### src/rtl/md5_ctrl_pkg.sv
// Shared register map, ID constant and bank helpers for the md5 multi-unit control block.
package md5_ctrl_pkg;

    localparam int MAX_UNITS = 128;

    localparam logic [2:0] REG_BANK   = 3'd0;
    localparam logic [2:0] REG_RESET  = 3'd1;
    localparam logic [2:0] REG_START  = 3'd2;
    localparam logic [2:0] REG_DONE   = 3'd3;
    localparam logic [2:0] REG_IRQ_EN = 3'd4;
    localparam logic [2:0] REG_BUSY   = 3'd5;
    localparam logic [2:0] REG_ID     = 3'd6;
    localparam logic [2:0] REG_CYCLES = 3'd7;

    localparam logic [15:0] ID_MAGIC = 16'h4D35;

    function automatic int clog2(input int v);
        int r;
        r = 0;
        while ((1 << r) < v) r = r + 1;
        return r;
    endfunction

    // Unit vectors are widened to MAX_UNITS so one helper serves every NUM_UNITS.
    function automatic logic [31:0] bank_slice(input logic [MAX_UNITS-1:0] v, input int unsigned b);
        return v[b*32 +: 32];
    endfunction

    function automatic logic [MAX_UNITS-1:0] bank_place(input logic [31:0] w, input int unsigned b);
        logic [MAX_UNITS-1:0] r;
        r = '0;
        r[b*32 +: 32] = w;
        return r;
    endfunction

endpackage

### src/rtl/md5_multi_control_unit_status.sv
// Per-unit done edge detect, sticky done bit and busy tracking.
module md5_unit_status (
    input  logic clk,
    input  logic reset_n,
    input  logic start_p,
    input  logic reset_p,
    input  logic w1c,
    input  logic done,
    output logic sticky,
    output logic busy
);

    logic done_q;
    logic done_rise;

    assign done_rise = done & ~done_q;

    always_ff @(posedge clk or negedge reset_n) begin
        if (!reset_n) begin
            done_q <= 1'b0;
            sticky <= 1'b0;
            busy   <= 1'b0;
        end else begin
            done_q <= done;
            // A completion always lands, even against a clear in the same cycle.
            if (done_rise)
                sticky <= 1'b1;
            else if (w1c || reset_p || start_p)
                sticky <= 1'b0;
            if (start_p)
                busy <= 1'b1;
            else if (done_rise || reset_p)
                busy <= 1'b0;
        end
    end

endmodule

### src/rtl/md5_multi_control.sv
// Avalon-MM control/status for up to 128 md5 units: pulses, sticky done, busy, irq, cycle counter.
module md5_multi_control
    import md5_ctrl_pkg::*;
#(
    parameter int          NUM_UNITS = 32,
    parameter logic [7:0]  VERSION   = 8'h02
) (
    input  logic                 clk,
    input  logic                 reset_n,
    input  logic [2:0]           avs_address,
    input  logic                 avs_read,
    input  logic                 avs_write,
    input  logic [31:0]          avs_writedata,
    output logic [31:0]          avs_readdata,
    output logic [NUM_UNITS-1:0] md5_reset,
    output logic [NUM_UNITS-1:0] md5_start,
    input  logic [NUM_UNITS-1:0] md5_done,
    output logic                 irq
);

    localparam int NUM_BANKS = (NUM_UNITS + 31) / 32;
    localparam int BANK_W    = (clog2(NUM_BANKS) < 1) ? 1 : clog2(NUM_BANKS);
    localparam logic [31:0] NU32 = NUM_UNITS;

    logic [BANK_W-1:0]    bank_sel;
    logic [NUM_UNITS-1:0] done_sticky, busy, irq_en;
    logic [31:0]          cycles;

    logic                 wr, rd;
    logic [MAX_UNITS-1:0] wr_wide, mask_wide, sticky_wide, busy_wide, irq_en_wide;
    logic [NUM_UNITS-1:0] wr_bits, bank_mask, start_nxt, reset_nxt, w1c;
    logic [31:0]          rd_val;
    logic                 unused;

    // A simultaneous read and write performs only the write.
    assign wr = avs_write;
    assign rd = avs_read & ~avs_write;

    always_comb begin
        wr_wide     = bank_place(avs_writedata, 32'(bank_sel));
        mask_wide   = bank_place(32'hFFFF_FFFF, 32'(bank_sel));
        sticky_wide = '0;
        busy_wide   = '0;
        irq_en_wide = '0;
        sticky_wide[NUM_UNITS-1:0] = done_sticky;
        busy_wide[NUM_UNITS-1:0]   = busy;
        irq_en_wide[NUM_UNITS-1:0] = irq_en;
    end

    assign wr_bits   = wr_wide[NUM_UNITS-1:0];
    assign bank_mask = mask_wide[NUM_UNITS-1:0];
    assign start_nxt = (wr && avs_address == REG_START) ? wr_bits : '0;
    assign reset_nxt = (wr && avs_address == REG_RESET) ? wr_bits : '0;
    assign w1c       = (wr && avs_address == REG_DONE)  ? wr_bits : '0;
    assign unused    = ^{wr_wide, mask_wide};

    always_comb begin
        rd_val = '0;
        case (avs_address)
            REG_BANK:   rd_val = 32'(bank_sel);
            REG_DONE:   rd_val = bank_slice(sticky_wide, 32'(bank_sel));
            REG_IRQ_EN: rd_val = bank_slice(irq_en_wide, 32'(bank_sel));
            REG_BUSY:   rd_val = bank_slice(busy_wide, 32'(bank_sel));
            REG_ID:     rd_val = {ID_MAGIC, VERSION, NU32[7:0]};
            REG_CYCLES: rd_val = cycles;
            default:    rd_val = '0;
        endcase
    end

    // Busy/sticky see the decoded write directly so they move on the same edge as the pulse.
    md5_unit_status u_unit [NUM_UNITS-1:0] (
        .clk     (clk),
        .reset_n (reset_n),
        .start_p (start_nxt),
        .reset_p (reset_nxt),
        .w1c     (w1c),
        .done    (md5_done),
        .sticky  (done_sticky),
        .busy    (busy)
    );

    always_ff @(posedge clk or negedge reset_n) begin
        if (!reset_n) begin
            bank_sel     <= '0;
            irq_en       <= '0;
            cycles       <= '0;
            md5_reset    <= '0;
            md5_start    <= '0;
            irq          <= 1'b0;
            avs_readdata <= '0;
        end else begin
            md5_reset <= reset_nxt;
            md5_start <= start_nxt;
            irq       <= |(done_sticky & irq_en);
            if (wr && avs_address == REG_CYCLES)
                cycles <= '0;
            else
                cycles <= cycles + 32'd1;
            if (wr && avs_address == REG_BANK && avs_writedata < 32'(NUM_BANKS))
                bank_sel <= avs_writedata[BANK_W-1:0];
            if (wr && avs_address == REG_IRQ_EN)
                irq_en <= (irq_en & ~bank_mask) | wr_bits;
            if (rd)
                avs_readdata <= rd_val;
        end
    end

endmodule

### config.mk
export PLATFORM = sky130hd
export DESIGN_NAME = md5_multi_control
export DESIGN_NICKNAME = d
export VERILOG_FILES = /design/src/rtl/md5_ctrl_pkg.sv /design/src/rtl/md5_multi_control_unit_status.sv /design/src/rtl/md5_multi_control.sv
export SDC_FILE = /design/constraint.sdc
export NUM_CORES = 1
export LEC_CHECK = 0
export ABC_AREA = 1
export CAP_MARGIN = 20
export CORE_ASPECT_RATIO = 0.9
export CORE_MARGIN = 10
export CORE_UTILIZATION = 45
export CTS_BUF_LIST = sky130_fd_sc_hd__clkbuf_4
export CTS_CLUSTER_DIAMETER = 120
export DETAILED_ROUTE_END_ITERATION = 10
export HOLD_SLACK_MARGIN = 0.1
export PLACE_DENSITY = 0.65
export SYNTH_ARGS = -nofsm -noshare
export SYNTH_HDL_FRONTEND = slang
export SYNTH_SLANG_ARGS = --single-unit
### constraint.sdc
create_clock -name clk -period 1.54 [get_ports clk]
set_input_delay 0.308 -clock clk [delete_from_list [all_inputs] [get_ports clk]]
set_output_delay 0.308 -clock clk [all_outputs]
set_load 0.02 [all_outputs]
; After elaboration in Yosys (flattened, before gate mapping)
; Index checks and enable logic that the tools add are counted.
[word_totals]
reg_bits = 258
output_inout_bits = 97
wordCells = 493
[op_classes]
n_addsub = 2
magnitude_cmp = 1
n_eq_ne = 7
shifts = 6
muxes = 133
bitwise = 72
reduce_logical = 169
[ops]
columns = operator, n
row1 = indexed part select 128 x 7 -> 32 bit, 3
row2 = one-hot mux 32 bit (6 select lines), 1
row3 = AND 32 bit, 4
row4 = 2-to-1 mux 1 bit, 128
row5 = 2-to-1 mux 32 bit, 4
row6 = nonzero test 2 bit, 64
row7 = logical OR 1 bit, 96
row8 = negation 6 -> 34 bit, 1
row9 = variable shift 32 x 34 -> 32 bit (first input constant), 1
row10 = indexed part select 32 x 34 -> 32 bit, 1
row11 = indexed part select 32 x 34 -> 32 bit (first input constant), 1
row12 = AND 1 bit, 33
row13 = NOT 1 bit, 33
row14 = adder 32 x 1 -> 32 bit (second input constant), 1
row15 = less-than comparator 32 x 1 -> 1 bit (second input constant), 1
row16 = NOT 32 bit, 1
row17 = bitwise OR 32 bit, 1
row18 = OR reduction 32 bit, 1
row19 = equality test 3 bit (second input constant), 4
row20 = logical AND 1 bit, 7
row21 = equality test 3 x 2 -> 1 bit (second input constant), 2
row22 = equality test 3 x 1 -> 1 bit (second input constant), 1
row23 = logical NOT 3 bit, 1

; Longest topological paths before layout
; Gate-level depths: netlist of run 1.
[depth]
word_depth = 8
ltp_mapped = 11
mapped_depth_nobuf = 9

; Modules after synthesis
; Synthesis of run 1 repeated with hierarchy kept, for this count alone.
[hier_totals]
hier_cells = 1573
hier_area_um2 = 11825.1
[modules_own_cells]
columns = module, instances, cells_per_inst, area_each_um2, seq_area_each_um2
row1 = md5_multi_control, 1, 1093, 7981.4, 4053.9
row2 = md5_unit_status, 32, 15, 120.1, 75.1

; Worst setup path after synthesis of run 1
; OpenSTA, ideal clock, no wires.
[synth_timing]
path_type = input port to flip-flop
from = in avs_address[2]
to = reg u_unit[30].busy
setup_ns = 0.120
t_arrival_ns = 1.256
required_time_ns = 1.420
path_slack_ns = 0.164
stages = 7
n_path_buf = 2
path_cell_list = buf_4 nor2_2 nand2_2 nor2_2 buf_4 nand2_1 a31o_1
[synth_between]
elab_chain_cells = 5
[synth_lines]
columns = element, line_no
row1 = "start, declared", md5_multi_control.sv:10  ; input logic [2:0] avs_address,
row2 = equality test 3 x 1 -> 1 bit, md5_multi_control.sv:53  ; assign reset_nxt = (wr && avs_address == REG_RESET) ? wr_bits : '0;
row3 = logical AND 1 bit, md5_multi_control.sv:53
row4 = 2-to-1 mux 32 bit, md5_multi_control.sv:53
row5 = logical OR 1 bit, md5_multi_control_unit_status.sv:32  ; else if (done_rise || reset_p)
row6 = nonzero test 2 bit (no line), n/a
row7 = "end signal, assigned", md5_multi_control_unit_status.sv:22  ; busy <= 1'b0;
row8 = "end signal, assigned", md5_multi_control_unit_status.sv:31  ; busy <= 1'b1;
row9 = "end signal, assigned", md5_multi_control_unit_status.sv:33  ; busy <= 1'b0;
row10 = "end, declared", md5_multi_control_unit_status.sv:10  ; output logic busy
; Parallel ways exist; a longest one is shown, timed or not.
; A chain may end at the register's enable or synchronous reset.

; Worst setup path in the final report of run 1
[layout_timing]
from = reg avs_readdata[13]
to = out avs_readdata[13]
[layout_rtl]
columns = element, line_no
row1 = "start, declared", md5_multi_control.sv:14  ; output logic [31:0] avs_readdata,
row2 = "start signal, assigned", md5_multi_control.sv:104  ; avs_readdata <= rd_val;
; No word-level cell between the ends.

==> reports/qor.csv, run 1 <==
metric;value;unit
dp_hpwl;27500;um
pwr-share-comb;12.4;%
drive_gt1_share;24.8;%
hold_depth;1;
clkPwrFrac;39.6;%
crit_chain;buf_6;
worst_slack;-0.0211;ns
cp_top_family;flip-flops;
dp.cells;1989;
grt_pass1_vias;10900;
place_area;0.0149;mm^2
dieArea;0.0326;mm^2
stdcell_area;0.0163;mm^2
setup_violations;5;
die_w;189;um
slew_viol_final;0;
dr.pass1.iters;5;
rsz0062_at_grt;yes;
synth_ff_type;dfrtp_1;
yosysUniqueCellTypes;29;
p_leak;8.40;nW
vdd_drop_max;0.555;mV
rrSetupSlack;0.06;ns
grt_max_degree;53;
clock_sinks;258;
ant_nets;0;
max_clock_freq;0.641;GHz
p_seq_share;47.9;%
hold_viol;0;
whs;0.141;ns
syn_avg_cell_area;8.37;um^2
required;1.23;ns
crit-reg2reg-launch;cycles[4]$_DFF_PN0_;
p_total;15.4;mW
core_area;0.0253;mm^2
min_to;u_unit[4].done_q$_DFF_PN0_;
crit_path_max_incr_delay;0.43;ns
antenna_found_initial;2;
grt_use_total;23.4;%
critPathBufInv;1;
r2r_cells;8;
end_kind;primary output;
htree_levels;3;
cts_buffers;68;
wire_per_inst;17.5;um
clkTransAtPathRegs;0.07;ns
routed_wl;37900;um
outcome;finished with violations;
cp.arrival;1.25;ns
ys_warn_count;0;
period_share;101;%
port_buffers;167;
fin_crit;1.56;ns
internal_power;11.2;mW
num_vias;10900;
synthArstFlopShare;100;%
critPathLaunchType;flop;
synth_edf_count;0;
gr-total-overflow;0;
max-cap-violations;0;
switching_power;4.23;mW
cts_buffer_depth;3;
start_util;45.9;%
hold_path.class;in -> reg;
final_cells;2164;
die_h;172;um
slowest_stage;dfrtp_1;
area_growth;41.0;%
synthesis.nets;1457;
drcViolationCount;0;
path_class;reg -> out;
r2r_end;cycles[23]$_DFF_PN0_;
yosys_register_bits;258;
power_density;942;mW/mm^2
worst_pin_slew;0.518;ns
drt_iter0_markers;900;
nNetsFinal;1845;
synth_cells;1385;
cts_tree;yes;
syn_area;0.0116;mm^2
finalClockSkew;0.0514;ns
maxSlewHeadroom;65.5;%
num_rows;55;
clkLatencyLatePin;0.68;ns
grt_pass1_wl;60000;um
critPathMaxFanout;2;
violations;setup timing;
holdCritStartpoint;md5_done[4];
swShare;27.5;%
routabilityCongestion;0.961;
ios;168;
ys_seq_area_share;55.7;%
clockRootBuffer;clkbuf_4;
vias_per_cell;5.03;
metal layers:
metal | track usage (%) | part of all wire (%)
met5 | 0 | 0
met4 | 7.89 | 2.0
met2 | 35.9 | 45
met3 | 5.80 | 7.2
met1 | 31.8 | 46
metrics by stage:
stage | utilization (%) | TNS (ns) | worst slack (ns)
floorplan | - | 0 | 0.164
global placement | 58.8 | -90.09 | -0.577
detailed placement | 58.8 | -92.42 | -0.611
finish | 64.7 | -0.0458 | -0.0211
global route | 64.7 | -1.74 | -0.0668
CTS | 63.8 | -1.08 | -0.0584
cell type report:
cell class / count / area [um^2]
fill: 2184 / 8920
sequential: 258 / 6460
multi-input combinational: 933 / 4420
timing repair buffer: 379 / 3650
clock buffer: 95 / 713
inverter: 133 / 499
tap: 342 / 428
clock inverter: 22 / 163
antenna: 2 / 5.00
synth_stat cells (4+ instances only):
library cell / count / area, um^2
a31o_1: 30 / 263
nor3_2: 30 / 300
xnor2_1: 5 / 43.8
nor2_1: 120 / 450
nor3_1: 4 / 20.0
clkbuf_1: 22 / 82.6
buf_2: 21 / 105
buf_1: 10 / 37.5
inv_1: 131 / 492
nand4_1: 13 / 81.3
dfrtp_1: 258 / 6460
o21ai_0: 50 / 250
a21oi_1: 8 / 40.0
buf_4: 8 / 60.1
o211ai_1: 31 / 233
nand3_1: 149 / 746
nand2_1: 478 / 1790
kinds of logic (layout without fill, tap and decap cells):
logic type	after synthesis	after routing	share of synthesized area, %
adder cells (fa/ha/maj)	1	1	0.108
other	0	2	0
buffers and inverters	194	629	6.77
AND/OR/NAND/NOR	801	801	29.8
flip-flops	258	258	55.7
XOR/XNOR	7	7	0.529
AO/OA/AOI/OAI	124	124	7.07
what timing repair did:
| item | in CTS | in global routing |
|---|---|---|
| pin swaps | 0 | 2 |
| hold buffers | 31 | 0 |
| buffers inserted | 13 | 12 |
| gates resized for setup | 539 | 41 |
| setup endpoints to repair | 106 | 129 |
| hold endpoints to repair | 288 | 0 |
power groups by stage:
| stage | Sequential [mW] | Clock [mW] | Combinational, mW |
|---|---|---|---|
| after detailed placement | 7.48 | 0 | 1.71 |
| final | 7.38 | 6.10 | 1.91 |
| after global routing | 7.41 | 6.60 | 2.11 |
| after global placement | 7.47 | 0 | 1.69 |
| after CTS | 7.36 | 6.25 | 1.83 |
| after floorplan | 7.45 | 0 | 0.674 |
placed cells by master, fill, tap and decap left out, drive strengths merged, types with 2 or more instances in the layout:
master         netlist  layout
clkinvlp             0       3
xnor2                5       5
clkbuf              22      95
dlygate4sd3          0      31
clkinv               0      16
buf                 39     280
nor3                34      34
dfrtp              258     258
nand3              149     149
diode                0       2
a31o                31      31
o211ai              31      31
clkdlybuf4s50        0      67
nand4               14      14
xor2                 2       2
nor2               124     124
bufinv               0       2
nand2              479     479
inv                133     134
o21ai               52      52
a21oi                9       9
worst max path at each step:
stage / cells past startpoint / slack, ns / startpoint / end
3_5_place_dp: 8 / -0.61 / avs_address[2] / cycles[25]$_DFF_PN0_
3_3_place_gp: 8 / -0.58 / avs_address[2] / cycles[2]$_DFF_PN0_
6_report: 1 / -0.02 / avs_readdata[13]$_DFFE_PN0P_ / avs_readdata[13]
5_1_grt: 1 / -0.07 / avs_readdata[3]$_DFFE_PN0P_ / avs_readdata[3]
4_1_cts: 1 / -0.06 / avs_readdata[13]$_DFFE_PN0P_ / avs_readdata[13]
2_1_floorplan: 7 / 0.16 / avs_address[2] / u_unit[30].busy$_DFFE_PN0P_
(Power assumes the default switching activity.)
==> run 2, diff against run 1 <==
CORE_MARGIN = 5   (was 10)
==> run 2 against run 1 <==
  * The flow still finishes with violations (setup timing)
  * Register-to-register slack improved by 0.05 ns
  * Non-clock buffer count fell by 30
  * Sequential cell count did not move
  * First-iteration DRC count rose by 24%
  * Via count rose by 0.36%
  * Hold slack got worse by 0.0020 ns
  * Maximum frequency barely moved
  * Global-route usage rose by 2.1 points
  * Sequential share of layout area rose by 1.2 points
  * Largest cell class unchanged
  * Highest routed layer unchanged
==> reports/qor.csv, run 2 (synthesized netlist as in run 1, its figures left out) <==
metric;value;unit;change
worst_pin_slew;0.437;ns;-0.0813 ns
clkLatencyLatePin;0.68;ns;about the same
routabilityCongestion;0.945;;-1.6%
swShare;26.8;%;-0.68 points
dp.cells;1975;;-0.70%
grt_pass1_vias;11000;;+0.73%
fin_util;62.8;%;-1.9 points
hold_viol;0;;unchanged
critPathMaxFanout;2;;unchanged
mostFrequentLayoutCells;476 x nand2_1, 250 x dfrtp_1, 149 x nand3_1;;
dr.pass1.iters;5;;unchanged
p_leak;8.24;nW;-1.9%
final_common_cell;nand2_1;;
p_seq_share;48.6;%;+0.7 points
clock_sinks;258;;unchanged
start_util;45.9;%;unchanged
critPathLaunchType;flop;;
max-cap-violations;0;;unchanged
end_kind;primary output;;
drt_iter0_markers;1120;;+24%
ios;168;;unchanged
clkPwrFrac;39.6;%;about the same
vias_per_cell;5.13;;+2.1%
die_w;179;um;-5.3%
rsz0062_at_grt;yes;;
cts_buffer_depth;3;;unchanged
antenna_found_initial;1;;-1
hold_path.class;in -> reg;;
slowest_stage;dfrtp_1;;
grt_pass1_wl;58400;um;-2.6%
finalClockSkew;0.0436;ns;-0.00779 ns
grt_use_total;25.5;%;+2.1 points
violations;setup timing;;
clockRootBuffer;clkbuf_4;;
port_buffers;167;;unchanged
final_cells;2128;;-1.7%
num_rows;55;;unchanged
dieArea;0.0291;mm^2;-11%
cts_buffers;69;;+1.5%
clkTransAtPathRegs;0.07;ns;about the same
r2r_end;cycles[22]$_DFF_PN0_;;
die_h;162;um;-5.8%
num_vias;10900;;+0.36%
critPathBufInv;1;;unchanged
outcome;finished with violations;;
required;1.23;ns;about the same
power_density;956;mW/mm^2;+1.5%
rrSetupSlack;0.11;ns;+0.05 ns
grt_max_degree;47;;-11%
period_share;101;%;about the same
routed_wl;36500;um;-3.7%
setup_violations;2;;-3
crit_chain;buf_6;;
wire_per_inst;17.2;um;-2.1%
path_class;reg -> out;;
cts_tree;yes;;
vdd_drop_max;0.629;mV;+13%
min_to;u_unit[28].done_q$_DFF_PN0_;;
cp_top_family;flip-flops;;
internal_power;11.1;mW;-0.54%
switching_power;4.07;mW;-3.9%
htree_levels;3;;unchanged
hold_depth;1;;unchanged
drive_gt1_share;23.4;%;-1.4 points
max_clock_freq;0.640;GHz;about the same
area_growth;36.9;%;
gr-total-overflow;0;;unchanged
ant_nets;0;;unchanged
fin_crit;1.56;ns;+0.000640 ns
pwr-share-comb;11.8;%;-0.6 points
holdCritStartpoint;md5_done[28];;
maxSlewHeadroom;70.9;%;+5.4 points
r2r_cells;7;;-1
drcViolationCount;0;;unchanged
worst_slack;-0.0217;ns;-0.000640 ns
slew_viol_final;0;;unchanged
crit-reg2reg-launch;cycles[7]$_DFF_PN0_;;
core_area;0.0253;mm^2;unchanged
dp_hpwl;26500;um;-3.7%
crit_path_max_incr_delay;0.44;ns;about the same
nNetsFinal;1816;;-1.6%
cp.arrival;1.25;ns;about the same
run 2: worst max-delay path by stage:
stage | endpoint | depth (start not counted) | from
2_1_floorplan | u_unit[30].busy$_DFFE_PN0P_ | 7 | avs_address[2]
3_3_place_gp | avs_readdata[9]$_DFFE_PN0P_ | 12 | avs_address[2]
3_5_place_dp | avs_readdata[9]$_DFFE_PN0P_ | 12 | avs_address[2]
4_1_cts | avs_readdata[10] | 1 | avs_readdata[10]$_DFFE_PN0P_
5_1_grt | avs_readdata[4] | 1 | avs_readdata[4]$_DFFE_PN0P_
6_report | avs_readdata[10] | 1 | avs_readdata[10]$_DFFE_PN0P_
run 2: power groups by stage:
stage,Combinational (mW),Sequential (mW),Clock [mW]
6_report,1.79,7.37,6.01
5_1_grt,1.98,7.40,6.54
4_1_cts,1.74,7.35,6.18
3_5_place_dp,1.66,7.47,0
3_3_place_gp,1.63,7.48,0
2_1_floorplan,0.674,7.45,0
run 2: through the flow:
| step | area (um^2) | TNS [ns] | setup WS, ns | power (mW) | hold WS [ns] |
|---|---|---|---|---|---|
| finish | 15900 | -0.0240 | -0.0217 | 15.2 | 0.139 |
| global route | 15900 | -1.10 | -0.0659 | 15.9 | 0.108 |
| CTS | 15700 | -0.716 | -0.0663 | 15.3 | 0.100 |
| detailed placement | 14700 | -98.48 | -0.598 | 9.13 | 0.257 |
| global placement | 14700 | -90.75 | -0.552 | 9.11 | 0.260 |
| floorplan | 11600 | 0 | 0.164 | 8.12 | 0.0124 |
run 2: cell type report:
cell class / instances / area [um^2]
fillers: 2279 / 9390
flip-flops and latches: 258 / 6470
multi-input cells: 933 / 4380
repair buffers: 349 / 3240
clock buffers: 98 / 736
inverters: 133 / 499
well taps: 342 / 428
clock inverters: 14 / 108
diodes: 1 / 2.50
run 2: metal layers:
| metal | track usage [%] | vias to the layer above | wire length (um) |
|---|---|---|---|
| met1 | 37.1 | 5227 | 16700 |
| met5 | 0 | - | 0 |
| met2 | 38.5 | 461 | 16300 |
| li1 | - | 5177 | - |
| met4 | 8.76 | 0 | 916 |
| met3 | 4.77 | 60 | 2680 |
run 2: repair_timing:
action / CTS / global route
endpoints found under the setup margin: 100 / 65
hold buffers: 25 / 0
resized for setup: 481 / 41
setup buffers: 8 / 7
hold endpoints to repair: 282 / 0
